<file path="config.mk">
export PLATFORM = sky130hd
export DESIGN_NAME = grn_attractor_ctrl_flat
export DESIGN_NICKNAME = d
export VERILOG_FILES = /design/src/rtl/grn_attractor_ctrl_if.sv /design/src/rtl/grn_attractor_ctrl.sv /design/src/flat_wrapper.sv
export SDC_FILE = /design/constraint.sdc
export NUM_CORES = 1
export LEC_CHECK = 0
export ABC_AREA = 0
export CORE_MARGIN = 2
export CORE_UTILIZATION = 35
export CTS_CLUSTER_DIAMETER = 60
export DETAILED_ROUTE_END_ITERATION = 7
export GPL_TIMING_DRIVEN = 0
export HOLD_SLACK_MARGIN = 0.12
export MAX_ROUTING_LAYER = met4
export PLACE_DENSITY = 0.64
export SLEW_MARGIN = 20
export SYNTH_ARGS = -nofsm -noshare
export SYNTH_HDL_FRONTEND = slang
export SYNTH_SLANG_ARGS = --single-unit
</file>
<file path="constraint.sdc">
create_clock -name clk -period 2.2 [get_ports clk]
set_clock_uncertainty 0.05 [all_clocks]
set_input_delay 0.44 -clock clk [delete_from_list [all_inputs] [get_ports clk]]
set_output_delay 0.44 -clock clk [all_outputs]
set_load 0.02 [all_outputs]
</file>
<file path="src/rtl/grn_attractor_ctrl_if.sv">
// Result stream carrying one attractor search outcome per initial state.
// The controller drives the master side; the consumer drives ready.
interface grn_attractor_ctrl_if #(
    parameter int unsigned NUM_NODES = 8,
    parameter int unsigned STEP_W    = 7
) ();
    logic                 valid;
    logic                 ready;
    logic [NUM_NODES-1:0] init;
    logic [NUM_NODES-1:0] attr;
    logic [STEP_W-1:0]    steps;
    logic                 timeout;

    modport master (output valid, init, attr, steps, timeout, input ready);
    modport slave  (input valid, init, attr, steps, timeout, output ready);
endinterface

</file>
<file path="src/rtl/grn_attractor_ctrl.sv">
// Sweeps a range of initial states through a dual-copy (tortoise/hare) Boolean
// network node bank and reports the attractor reached from each one.
module grn_attractor_ctrl #(
    parameter int unsigned NUM_NODES = 8,
    parameter int unsigned CNT_W     = 9,
    parameter int unsigned MAX_STEPS = 64,
    parameter int unsigned STEP_W    = 7
) (
    input  logic                  clk,
    input  logic                  rst,
    input  logic                  i_start,
    input  logic [NUM_NODES-1:0]  i_init_base,
    input  logic [CNT_W-1:0]      i_init_count,
    output logic                  o_busy,
    output logic                  o_done,
    output logic                  o_reset_nos,
    output logic [NUM_NODES-1:0]  o_init_state,
    output logic                  o_start_s0,
    output logic                  o_start_s1,
    input  logic [NUM_NODES-1:0]  i_s0_vec,
    input  logic [NUM_NODES-1:0]  i_s1_vec,
    grn_attractor_ctrl_if.master  o_res
);

    typedef enum logic [2:0] {
        StIdle,
        StLoad,
        StStep,
        StCmp,
        StEmit,
        StFin
    } state_e;

    state_e               r_state;
    state_e               w_state_next;
    logic [NUM_NODES-1:0] r_cur;
    logic [CNT_W-1:0]     r_rem;
    logic [STEP_W-1:0]    r_steps;
    logic [NUM_NODES-1:0] r_out_init;
    logic [NUM_NODES-1:0] r_out_attr;
    logic [STEP_W-1:0]    r_out_steps;
    logic                 r_out_timeout;
    logic                 w_meet;
    logic                 w_budget;

    // Odd step counts are skipped: the tortoise only moves on even hare steps.
    assign w_meet   = ~r_steps[0] && (i_s0_vec == i_s1_vec);
    assign w_budget = (r_steps == STEP_W'(MAX_STEPS));

    assign o_res.init    = r_out_init;
    assign o_res.attr    = r_out_attr;
    assign o_res.steps   = r_out_steps;
    assign o_res.timeout = r_out_timeout;

    always_ff @(posedge clk) begin
        if (rst) begin
            r_state       <= StIdle;
            r_cur         <= '0;
            r_rem         <= '0;
            r_steps       <= '0;
            r_out_init    <= '0;
            r_out_attr    <= '0;
            r_out_steps   <= '0;
            r_out_timeout <= 1'b0;
        end else begin
            r_state <= w_state_next;
            case (r_state)
                StIdle: begin
                    if (i_start) begin
                        r_cur <= i_init_base;
                        r_rem <= i_init_count;
                    end
                end
                StLoad: r_steps <= '0;
                StStep: r_steps <= r_steps + STEP_W'(1);
                StCmp: begin
                    if (w_meet || w_budget) begin
                        r_out_init    <= r_cur;
                        r_out_attr    <= i_s1_vec;
                        r_out_steps   <= r_steps;
                        r_out_timeout <= ~w_meet;
                    end
                end
                StEmit: begin
                    if (o_res.ready) begin
                        r_rem <= r_rem - CNT_W'(1);
                        r_cur <= r_cur + NUM_NODES'(1);
                    end
                end
                default: ;
            endcase
        end
    end

    always_comb begin
        w_state_next = r_state;
        o_busy       = 1'b1;
        o_done       = 1'b0;
        o_reset_nos  = 1'b0;
        o_init_state = '0;
        o_start_s0   = 1'b0;
        o_start_s1   = 1'b0;
        o_res.valid  = 1'b0;
        case (r_state)
            StIdle: begin
                o_busy = 1'b0;
                if (i_start) begin
                    w_state_next = (i_init_count == '0) ? StFin : StLoad;
                end
            end
            StLoad: begin
                o_reset_nos  = 1'b1;
                o_init_state = r_cur;
                w_state_next = StStep;
            end
            StStep: begin
                o_start_s0   = 1'b1;
                o_start_s1   = 1'b1;
                w_state_next = StCmp;
            end
            StCmp: begin
                w_state_next = (w_meet || w_budget) ? StEmit : StStep;
            end
            StEmit: begin
                o_res.valid = 1'b1;
                if (o_res.ready) begin
                    w_state_next = (r_rem == CNT_W'(1)) ? StFin : StLoad;
                end
            end
            StFin: begin
                o_done       = 1'b1;
                w_state_next = StIdle;
            end
            default: w_state_next = StIdle;
        endcase
    end

endmodule

</file>
<file path="src/flat_wrapper.sv">
// flat-port wrapper written by rule: the top's interface ports become plain ports
module grn_attractor_ctrl_flat 
#(
    parameter int unsigned NUM_NODES = 8,
    parameter int unsigned CNT_W     = 9,
    parameter int unsigned MAX_STEPS = 64,
    parameter int unsigned STEP_W    = 7
)
  (clk, rst, i_start, i_init_base, i_init_count, o_busy, o_done, o_reset_nos, o_init_state, o_start_s0, o_start_s1, i_s0_vec, i_s1_vec, o_res_valid, o_res_init, o_res_attr, o_res_steps, o_res_timeout, o_res_ready);
  grn_attractor_ctrl_if #(.NUM_NODES(NUM_NODES), .STEP_W(STEP_W)) o_res_i ();
  input  logic clk;
  input  logic rst;
  input  logic i_start;
  input  logic [NUM_NODES-1:0] i_init_base;
  input  logic [CNT_W-1:0] i_init_count;
  output logic o_busy;
  output logic o_done;
  output logic o_reset_nos;
  output logic [NUM_NODES-1:0] o_init_state;
  output logic o_start_s0;
  output logic o_start_s1;
  input  logic [NUM_NODES-1:0] i_s0_vec;
  input  logic [NUM_NODES-1:0] i_s1_vec;
  output wire logic [$bits(o_res_i.valid)-1:0] o_res_valid;
  output wire logic [$bits(o_res_i.init)-1:0] o_res_init;
  output wire logic [$bits(o_res_i.attr)-1:0] o_res_attr;
  output wire logic [$bits(o_res_i.steps)-1:0] o_res_steps;
  output wire logic [$bits(o_res_i.timeout)-1:0] o_res_timeout;
  input wire logic [$bits(o_res_i.ready)-1:0] o_res_ready;
  assign o_res_valid = o_res_i.valid;
  assign o_res_init = o_res_i.init;
  assign o_res_attr = o_res_i.attr;
  assign o_res_steps = o_res_i.steps;
  assign o_res_timeout = o_res_i.timeout;
  assign o_res_i.ready = o_res_ready;
  grn_attractor_ctrl #(.NUM_NODES(NUM_NODES), .CNT_W(CNT_W), .MAX_STEPS(MAX_STEPS), .STEP_W(STEP_W)) u_core (.clk(clk), .rst(rst), .i_start(i_start), .i_init_base(i_init_base), .i_init_count(i_init_count), .o_busy(o_busy), .o_done(o_done), .o_reset_nos(o_reset_nos), .o_init_state(o_init_state), .o_start_s0(o_start_s0), .o_start_s1(o_start_s1), .i_s0_vec(i_s0_vec), .i_s1_vec(i_s1_vec), .o_res(o_res_i));
endmodule
</file>
==> results of run 1 <==
-- cells by family (layout without fill, tap and decap cells) --
group	after synthesis	in the layout	share of synthesized area, %
AOI/OAI and AO/OA	65	65	16.2
xor gates and xnor gates	8	8	2.56
adders and majority gates	5	5	2.28
buffers and inverters	30	115	6.34
DFF	51	51	37.2
muxes	23	23	8.44
and+or+nand+nor	149	149	27.0
-- registers in the layout, summed over array words and instances (netlist names) --
register	count
u_core.r_cur	8
u_core.r_rem	9
u_core.o_res.steps	7
u_core.o_res.timeout	1
u_core.o_res.attr	8
u_core.o_res.init	8
u_core.r_steps	7
u_core.r_state	3
-- cell usage after synthesis (all sizes together) (2+ instances only) --
cell	n
o31ai	2
o2bb2ai	4
nand3b	3
xor2	6
o21ai	15
or3	2
ha	5
inv	7
nor3	9
and3	3
nand2	64
nor3b	2
and2	11
a21o	2
or3b	2
xnor2	2
mux2i	22
nand2b	2
nand4	3
or4	2
a311oi	2
a21oi	17
nor2	28
o22ai	2
a22oi	4
clkbuf	10
dfxtp	51
buf	12
a211oi	8
nor4	3
nand3	11
-- how the worst max path moves through the flow --
stage	startpoint	end	slack (ns)
floorplan	u_core.r_state[0]	o_init_state[0]	0.34
global placement	i_s1_vec[3]	u_core.o_res.init[6]	-0.33
detailed placement	i_s1_vec[3]	u_core.o_res.init[7]	-0.36
CTS	u_core.r_state[1]	o_start_s0	0.04
global route	u_core.r_state[2]	o_init_state[1]	0.0003
finish	u_core.r_state[2]	o_reset_nos	0.08
-- report_power, final --
group          switching (mW)  total (mW)  internal, mW
logic                   0.197       0.364         0.167
registers              0.0381       0.993         0.955
clock network           0.318       0.605         0.287
total                   0.553        1.96          1.41
-- timing repair --
action / CTS / global route
setup buffers: 3 / 2
pin swaps: 1 / 3
resized for setup: 43 / 10
setup endpoints to repair: 29 / 20
hold buffers: 0 / 0
-- layer usage --
| metal | part of all wire [%] | global-route usage [%] | vias to the layer above |
|---|---|---|---|
| met3 | 5.6 | 2.93 | 6 |
| met5 | 0 | - | - |
| li1 | - | - | 1330 |
| met2 | 45 | 28.0 | 82 |
| met4 | 0.95 | 3.73 | 0 |
| met1 | 48 | 23.7 | 1224 |
-- cell type report --
type                            instances  area, µm²
Timing Repair Buffer                   78        746
Clock inverter                          1       7.51
Fill cell                             748       3920
Sequential cell                        51       1020
Clock buffer                            7       96.3
Inverter                                8       37.5
Buffer                                 21        139
Tap cell                              102        128
Multi-Input combinational cell        250       1550
-- worst register-to-register path, cell delays in order (launching register included) --
cell and delay (ns):
dfxtp_1 0.50, inv_1 0.11, ha_1 0.20, nor4b_1 0.14
nand3b_1 0.18, a21oi_4 0.12, buf_4 0.15, buf_4 0.12
o311a_1 0.33
-- through the flow --
step           instance area, µm²  hold slack [ns]  power (mW)  setup TNS, ns
2_1_floorplan                2740            0.408        1.22              0
3_3_place_gp                 3600            0.392        1.37          -9.39
3_5_place_dp                 3600            0.398        1.38         -10.14
4_1_cts                      3680            0.412        1.97              0
5_1_grt                      3730            0.416        2.05              0
6_report                     3730            0.393        1.96              0
==> flow_summary.ini, run 1 <==
[status]
outcome = complete, no violations

[routing]
via_per_inst = 5.10
wl_mm = 7.37
ant_nets = 0
drc = 0
drtIter0Drc = 138
num_vias = 2642
drtPass1Iterations = 5
wire_per_inst_um = 14.2

[placement]
io_buffer_count = 73
dp.final_hpwl_mm = 5.38
place_inst = 506
gp_congestion = 0.806
dp_slack_ns = -0.357

[sta]
hold_viol = 0
worstMarginPinSlew_ns = 0.747
drv_slew = 0
setup_slack_ns = 0.0798
timing.fmax_mhz = 472
setup_violations = 0
rsz0062_at_grt = no
post-route-min-period_ns = 2.12
fin_crit_sh_pct = 96.4
slew_headroom_pct = 49.8

[yosys]
syn-num-nets = 373
ys_seq_area_share_pct = 37.2
ys.flop_type = dfxtp_1
ys_warn_count = 0
ys_types = 59
ys_ff_latch = 51
yosysTopAreaCell = dfxtp_1
syn_area_um2 = 2740
netlist_instances = 331
synth_top_area_share_pct = 37.2
synth_area_leaders = dfxtp_1, nand2_1, mux2i_1
synth-edff-count = 0
avgSynthCellArea_um2 = 8.28
ys_async_sr_fraction_pct = 0

[hold_path]
hold_path_startpoint = i_s1_vec[6]
whs_path_depth = 3
worst_hold_path_type = primary input to flip-flop
hold_path_end = u_core.o_res.attr[6]

[die]
die_w_um = 92.5
dieArea_um2 = 8560
io_pins = 75
core_area_um2 = 7650
die_y_um = 92.5
placementRows = 32
initial_utilization_pct = 35.8

[layout]
layoutNonFillerInstCount = 518
area_growth_pct = 36.0
drive_gt1_share_pct = 11.5
final_common_cell = nand2_1
mostFrequentLayoutCells = nand2_1, clkdlybuf4s50_1, dfxtp_1
antenna_cells = 0
nNetsFinal = 457
final_core_util_pct = 48.7

[clocking]
cts_made_buffers = 5
cts.sinks = 51
root_buffer = clkbuf_8
cts_tree = yes
clk_path_buf_depth = 2
insertion_delay_ns = 0.31
h-tree-depth = 2
clkSlewWorstSetupHoldPaths_ns = 0.10

[critical_path]
start_kind = flip-flop
reg2reg_slack_ns = 0.21
cp_slowest_cell = or3b_4
crit_path_max_fanout = 10
path_buf_inv = 3
path_depth = 4
arrival_ns = 1.63
r2r_end = u_core.r_state[2]
worst-r2r-cell-count = 8
rr_startpoint = u_core.r_steps[0]
cp_top_family = buffers and inverters
worstSetupPathType = flip-flop to output port
endpoint_kind = output port
cp_slowest_stage_delay_ns = 0.43
cp_cell_sequence = buf_6 > or3b_4 > inv_4 > clkdlybuf4s15_1
required_ns = 1.71

[grt]
grt-ovfl-total = 0
grt.total_usage_pct = 17.6
grt_max_degree = 17
grt_pass1_vias = 2437
antenna_found_initial = 0
grt_pass1_wl_mm = 12.0

[power_and_ir_drop]
power_density_nw_per_um2 = 526
leakagePower_nw = 1.38
ir_worst_vdd_mv = 0.306

[flow_run]
drv_cap = 0
(Power assumes the default switching activity.)
==> run 2, diff against run 1 <==
--- a/config.mk
+++ b/config.mk
@@ -6,6 +6,9 @@
 export NUM_CORES = 1
 export LEC_CHECK = 0
 export ABC_AREA = 0
+export CAP_MARGIN = 20
+export CELL_PAD_IN_SITES_DETAIL_PLACEMENT = 1
+export CELL_PAD_IN_SITES_GLOBAL_PLACEMENT = 1
 export CORE_MARGIN = 2
 export CORE_UTILIZATION = 35
 export CTS_CLUSTER_DIAMETER = 60
@@ -13,7 +16,7 @@
 export GPL_TIMING_DRIVEN = 0
 export HOLD_SLACK_MARGIN = 0.12
 export MAX_ROUTING_LAYER = met4
-export PLACE_DENSITY = 0.64
+export PLACE_DENSITY = 0.83
 export SLEW_MARGIN = 20
 export SYNTH_ARGS = -nofsm -noshare
 export SYNTH_HDL_FRONTEND = slang
==> run 2 against run 1 <==
  * Core utilization is 0.72 points higher
  * Die area did not move
  * Power grew 0.80%
  * Critical endpoint is now o_res_valid
==> flow_summary.ini, run 2 (synthesized netlist as in run 1, its figures left out) <==
[critical_path]
arrival_ns = 1.62
rr_startpoint = u_core.r_steps[0]
cp_slowest_cell = or3b_1
worstSetupPathType = flip-flop to output port
cp_slowest_stage_delay_ns = 0.34
start_kind = flip-flop
crit_path_max_fanout = 16
endpoint_kind = output port
cp_common_cell = buf_2
cp_cell_sequence = buf_4 > or3b_1 > buf_2 > inv_6 > buf_2
path_buf_inv = 4
cp_top_family = buffers and inverters
required_ns = 1.71
startpoint = u_core.r_state[1]

[power_and_ir_drop]
power_density_nw_per_um2 = 523
power_switching_share_pct = 30.0
p_int_mw = 1.38
netSwitchingPower_mw = 0.594
combPwrFrac_pct = 19.3
p_seq_share_pct = 50.4
p_clk_share_pct = 30.3
ir_worst_vdd_mv = 0.331
leakagePower_nw = 1.44

[routing]
wl_mm = 8.83
via_per_inst = 5.25
drtIter0Drc = 68
num_vias = 2736
drc = 0
drtPass1Iterations = 4
wire_per_inst_um = 16.9
ant_nets = 0

[die]
die_w_um = 92.5
core_area_um2 = 7650
dieArea_um2 = 8560
placementRows = 32
io_pins = 75
die_y_um = 92.5
initial_utilization_pct = 35.8

[clocking]
insertion_delay_ns = 0.31
cts_made_buffers = 5
clkSlewWorstSetupHoldPaths_ns = 0.10
root_buffer = clkbuf_8
clk_path_buf_depth = 2
cts_tree = yes
cts.sinks = 51
h-tree-depth = 2

[grt]
grt_pass1_wl_mm = 13.8
grtUsageMet1_pct = 27.3
grt_use_met3_pct = 2.69
grt.total_usage_pct = 20.5
use_met2_pct = 34.0
antenna_found_initial = 0
grt_pass1_vias = 2769
top_usage_layer = met2
grt_max_degree = 17
grt-ovfl-total = 0

[flow_run]
drv_cap = 0

[placement]
io_buffer_count = 73
post_dp_cell_area_um2 = 3600
place_inst = 506
dp.final_hpwl_mm = 6.39
gp_congestion = 0.794
dp_slack_ns = -0.420

[sta]
rsz0062_at_grt = no
post-route-min-period_ns = 2.11
fin_crit_sh_pct = 95.9
drv_slew = 0
hold_ws_ns = 0.385
timing.fmax_mhz = 474
setup_violations = 0
setup_slack_ns = 0.0900
hold_viol = 0
worstMarginPinSlew_ns = 0.786
slew_headroom_pct = 47.1

[layout]
stdcell_area_um2 = 3780
largest_reg_flops = 9
drive_gt1_share_pct = 12.9
area_growth_pct = 38.0
layoutNonFillerInstCount = 521
antenna_cells = 0
final_common_cell = nand2_1
final_core_util_pct = 49.5
regMostFlops = u_core.r_rem
mostFrequentLayoutCells = nand2_1, clkdlybuf4s50_1, dfxtp_1
nNetsFinal = 460

[status]
outcome = complete, no violations

[hold_path]
hold_path_startpoint = i_s1_vec[6]
worst_hold_path_type = primary input to flip-flop
run 2: worst paths after layout:
kind	to	slack, ns	depth (start not counted)
setup / recovery	o_res_valid	0.09	5
hold / removal	u_core.o_res.attr[6]	0.39	3
setup reg to reg	u_core.r_state[2]	0.18	8
hold reg to reg	u_core.o_res.steps[2]	0.41	2
run 2: repair_timing:
action,CTS,global route
setup endpoints to repair,30,37
cloned,0,1
gates resized for setup,40,20
pin swaps,1,3
buffers inserted,4,3
hold buffers,0,0
run 2: tightest hold or removal path, stage by stage:
cell	delay [ns]
dlymetal6s2s_1	0.15
nand2_1	0.06
mux2i_1	0.05
run 2: stage by stage:
step / power, mW / TNS [ns]
after floorplan: 1.22 / 0
after global placement: 1.37 / -10.15
after detailed placement: 1.39 / -13.04
after CTS: 1.97 / 0
after global routing: 2.06 / 0
final: 1.98 / 0
run 2: power groups by stage:
stage | sequential [mW] | clock (mW) | combinational [mW]
2_1_floorplan | 1.00 | 0 | 0.215
3_3_place_gp | 1.01 | 0 | 0.360
3_5_place_dp | 1.02 | 0 | 0.374
4_1_cts | 0.995 | 0.600 | 0.378
5_1_grt | 1.00 | 0.643 | 0.419
6_report | 0.997 | 0.599 | 0.382
run 2: layer usage:
metal  vias to the layer above  share of wire, %
li1                       1336                 -
met2                        80                48
met3                         7               5.0
met5                         -                 0
met4                         0              0.73
met1                      1313                46
run 2: area by class of cell:
class                      count  area [µm²]
buffer                        21         144
clock buffer                   6        82.6
clock inverter                 2        16.3
fill                         920        3860
inverter                       8        40.0
multi-input combinational    250        1560
sequential                    51        1020
tap                          102         128
timing repair buffer          81         788
==> run 3, diff against run 2 <==
--- a/config.mk
+++ b/config.mk
@@ -9,7 +9,6 @@
 export CAP_MARGIN = 20
 export CELL_PAD_IN_SITES_DETAIL_PLACEMENT = 1
 export CELL_PAD_IN_SITES_GLOBAL_PLACEMENT = 1
-export CORE_MARGIN = 2
 export CORE_UTILIZATION = 35
 export CTS_CLUSTER_DIAMETER = 60
 export DETAILED_ROUTE_END_ITERATION = 7
==> run 3 against run 2 <==
  * Highest routed layer unchanged
  * Power increased by 9.7%
  * Critical endpoint is now o_reset_nos
  * Critical path depth decreased by 1
  * Critical path type unchanged
  * Maximum frequency decreased by 1.9%
==> flow_summary.ini, run 3 (synthesized netlist as in run 1, its figures left out) <==
[routing]
drtIter0Drc = 125
drc = 0
wire_per_inst_um = 16.5
wl_mm = 8.58
via_per_inst = 5.27
ant_nets = 0
drtPass1Iterations = 4
num_vias = 2741

[die]
io_pins = 75
core_area_um2 = 7410
dieArea_um2 = 8190
initial_utilization_pct = 37.0
die_w_um = 90.5
die_y_um = 90.5
placementRows = 31

[clocking]
cts_tree = yes
insertion_delay_ns = 0.31
cts.sinks = 51
ctsHoldBuffers = 0
cts_made_buffers = 5
h-tree-depth = 2
clk_path_buf_depth = 2
root_buffer = clkbuf_8
clkSlewWorstSetupHoldPaths_ns = 0.10

[sta]
setup_violations = 0
rsz0062_at_grt = yes
drv_slew = 0
slew_headroom_pct = 43.9
hold_ws_ns = 0.371
timing.fmax_mhz = 465
final.setup.tns_ns = 0
post-route-min-period_ns = 2.15
fin_crit_sh_pct = 97.8
worstMarginPinSlew_ns = 0.834
hold_viol = 0

[layout]
nNetsFinal = 462
seq_area_um2 = 1020
area_growth_pct = 40.0
largest_reg_flops = 9
antenna_cells = 0
final_core_util_pct = 51.8
multi_input_comb_area_um2 = 1550
final_common_cell = nand2_1
mostFrequentLayoutCells = nand2_1, clkdlybuf4s50_1, dfxtp_1
layoutNonFillerInstCount = 520
drive_gt1_share_pct = 12.8
n_fill_cell = 895
stdcell_area_um2 = 3840
regMostFlops = u_core.r_rem

[power_and_ir_drop]
ir_worst_vdd_mv = 0.256
leakagePower_nw = 1.44
power_density_nw_per_um2 = 565

[critical_path]
cp_slowest_cell = or3b_4
worstSetupPathType = flip-flop to output port
path_buf_inv = 3
crit_path_max_fanout = 10
start_kind = flip-flop
cp_top_family = buffers and inverters
arrival_ns = 1.66
startpoint = u_core.r_state[0]
endpoint_kind = output port
cp_slowest_stage_delay_ns = 0.43
required_ns = 1.71
cp_cell_sequence = buf_4 > or3b_4 > inv_6 > clkdlybuf4s15_1
rr_startpoint = u_core.r_steps[0]

[hold_path]
worst_hold_path_type = primary input to flip-flop
hold_path_startpoint = i_s1_vec[6]

[grt]
grt-ovfl-total = 0
grt_max_degree = 17
grt_pass1_vias = 2795
grt.total_usage_pct = 21.3
antenna_found_initial = 0
grt_pass1_wl_mm = 13.7

[placement]
post_dp_cell_area_um2 = 3600
place_inst = 503
gp_congestion = 0.842
io_buffer_count = 73
dp.final_hpwl_mm = 6.33

[flow_run]
drv_cap = 0

[status]
outcome = complete, no violations
-- run 3: metal layers --
metal | share of wire, % | track usage (%) | vias to the layer above | wire length, µm
li1 | - | - | 1340 | -
met4 | 0.91 | 4.44 | 0 | 78
met3 | 4.0 | 3.70 | 8 | 342
met5 | 0 | - | - | 0
met1 | 45 | 25.6 | 1325 | 3870
met2 | 50 | 37.1 | 68 | 4290
-- run 3: cell type report --
type | instances | area share (%)
clock buffer | 5 | 1.79
sequential | 51 | 26.6
inverter | 8 | 1.04
timing repair buffer | 83 | 21.4
clock inverter | 3 | 1.76
tap | 99 | 3.23
multi-input combinational | 250 | 40.5
buffer | 21 | 3.62
-- run 3: report_power, final --
group / internal, mW / switching, mW / total, mW
combinational: 0.170 / 0.209 / 0.379
clock: 0.454 / 0.340 / 0.794
sequential: 0.955 / 0.0409 / 0.996
-- run 3: path summary, 6_finish.rpt --
check | to | slack (ns) | cells after the start
max | o_reset_nos | 0.05 | 4
min | u_core.o_res.attr[6] | 0.37 | 3
max reg2reg | u_core.r_state[2] | 0.13 | 9
min reg2reg | u_core.o_res.init[5] | 0.41 | 2
-- run 3: timing repair --
action | in CTS | in global routing
resized for setup | 44 | 11
buffers inserted | 4 | 4
cloned | 0 | 2
endpoints found under the setup margin | 29 | 15
pin swaps | 1 | 3
endpoints found under the hold margin | 0 | 0
-- run 3: worst reg2reg max path, cell delays in order (launching register included) --
cell and delay, ns:
dfxtp_2 0.44, inv_1 0.08, ha_1 0.21, nor4b_1 0.14
nand3b_1 0.21, a21oi_4 0.09, buf_12 0.15, buf_4 0.13
buf_4 0.12, o311a_1 0.34
-- run 3: through the flow --
step / worst slack, ns / power, mW
after floorplan: 0.341 / 1.22
after global placement: -0.348 / 1.37
after detailed placement: -0.389 / 1.39
after CTS: 0.0237 / 2.17
after global routing: -0.00161 / 2.26
final: 0.0485 / 2.17
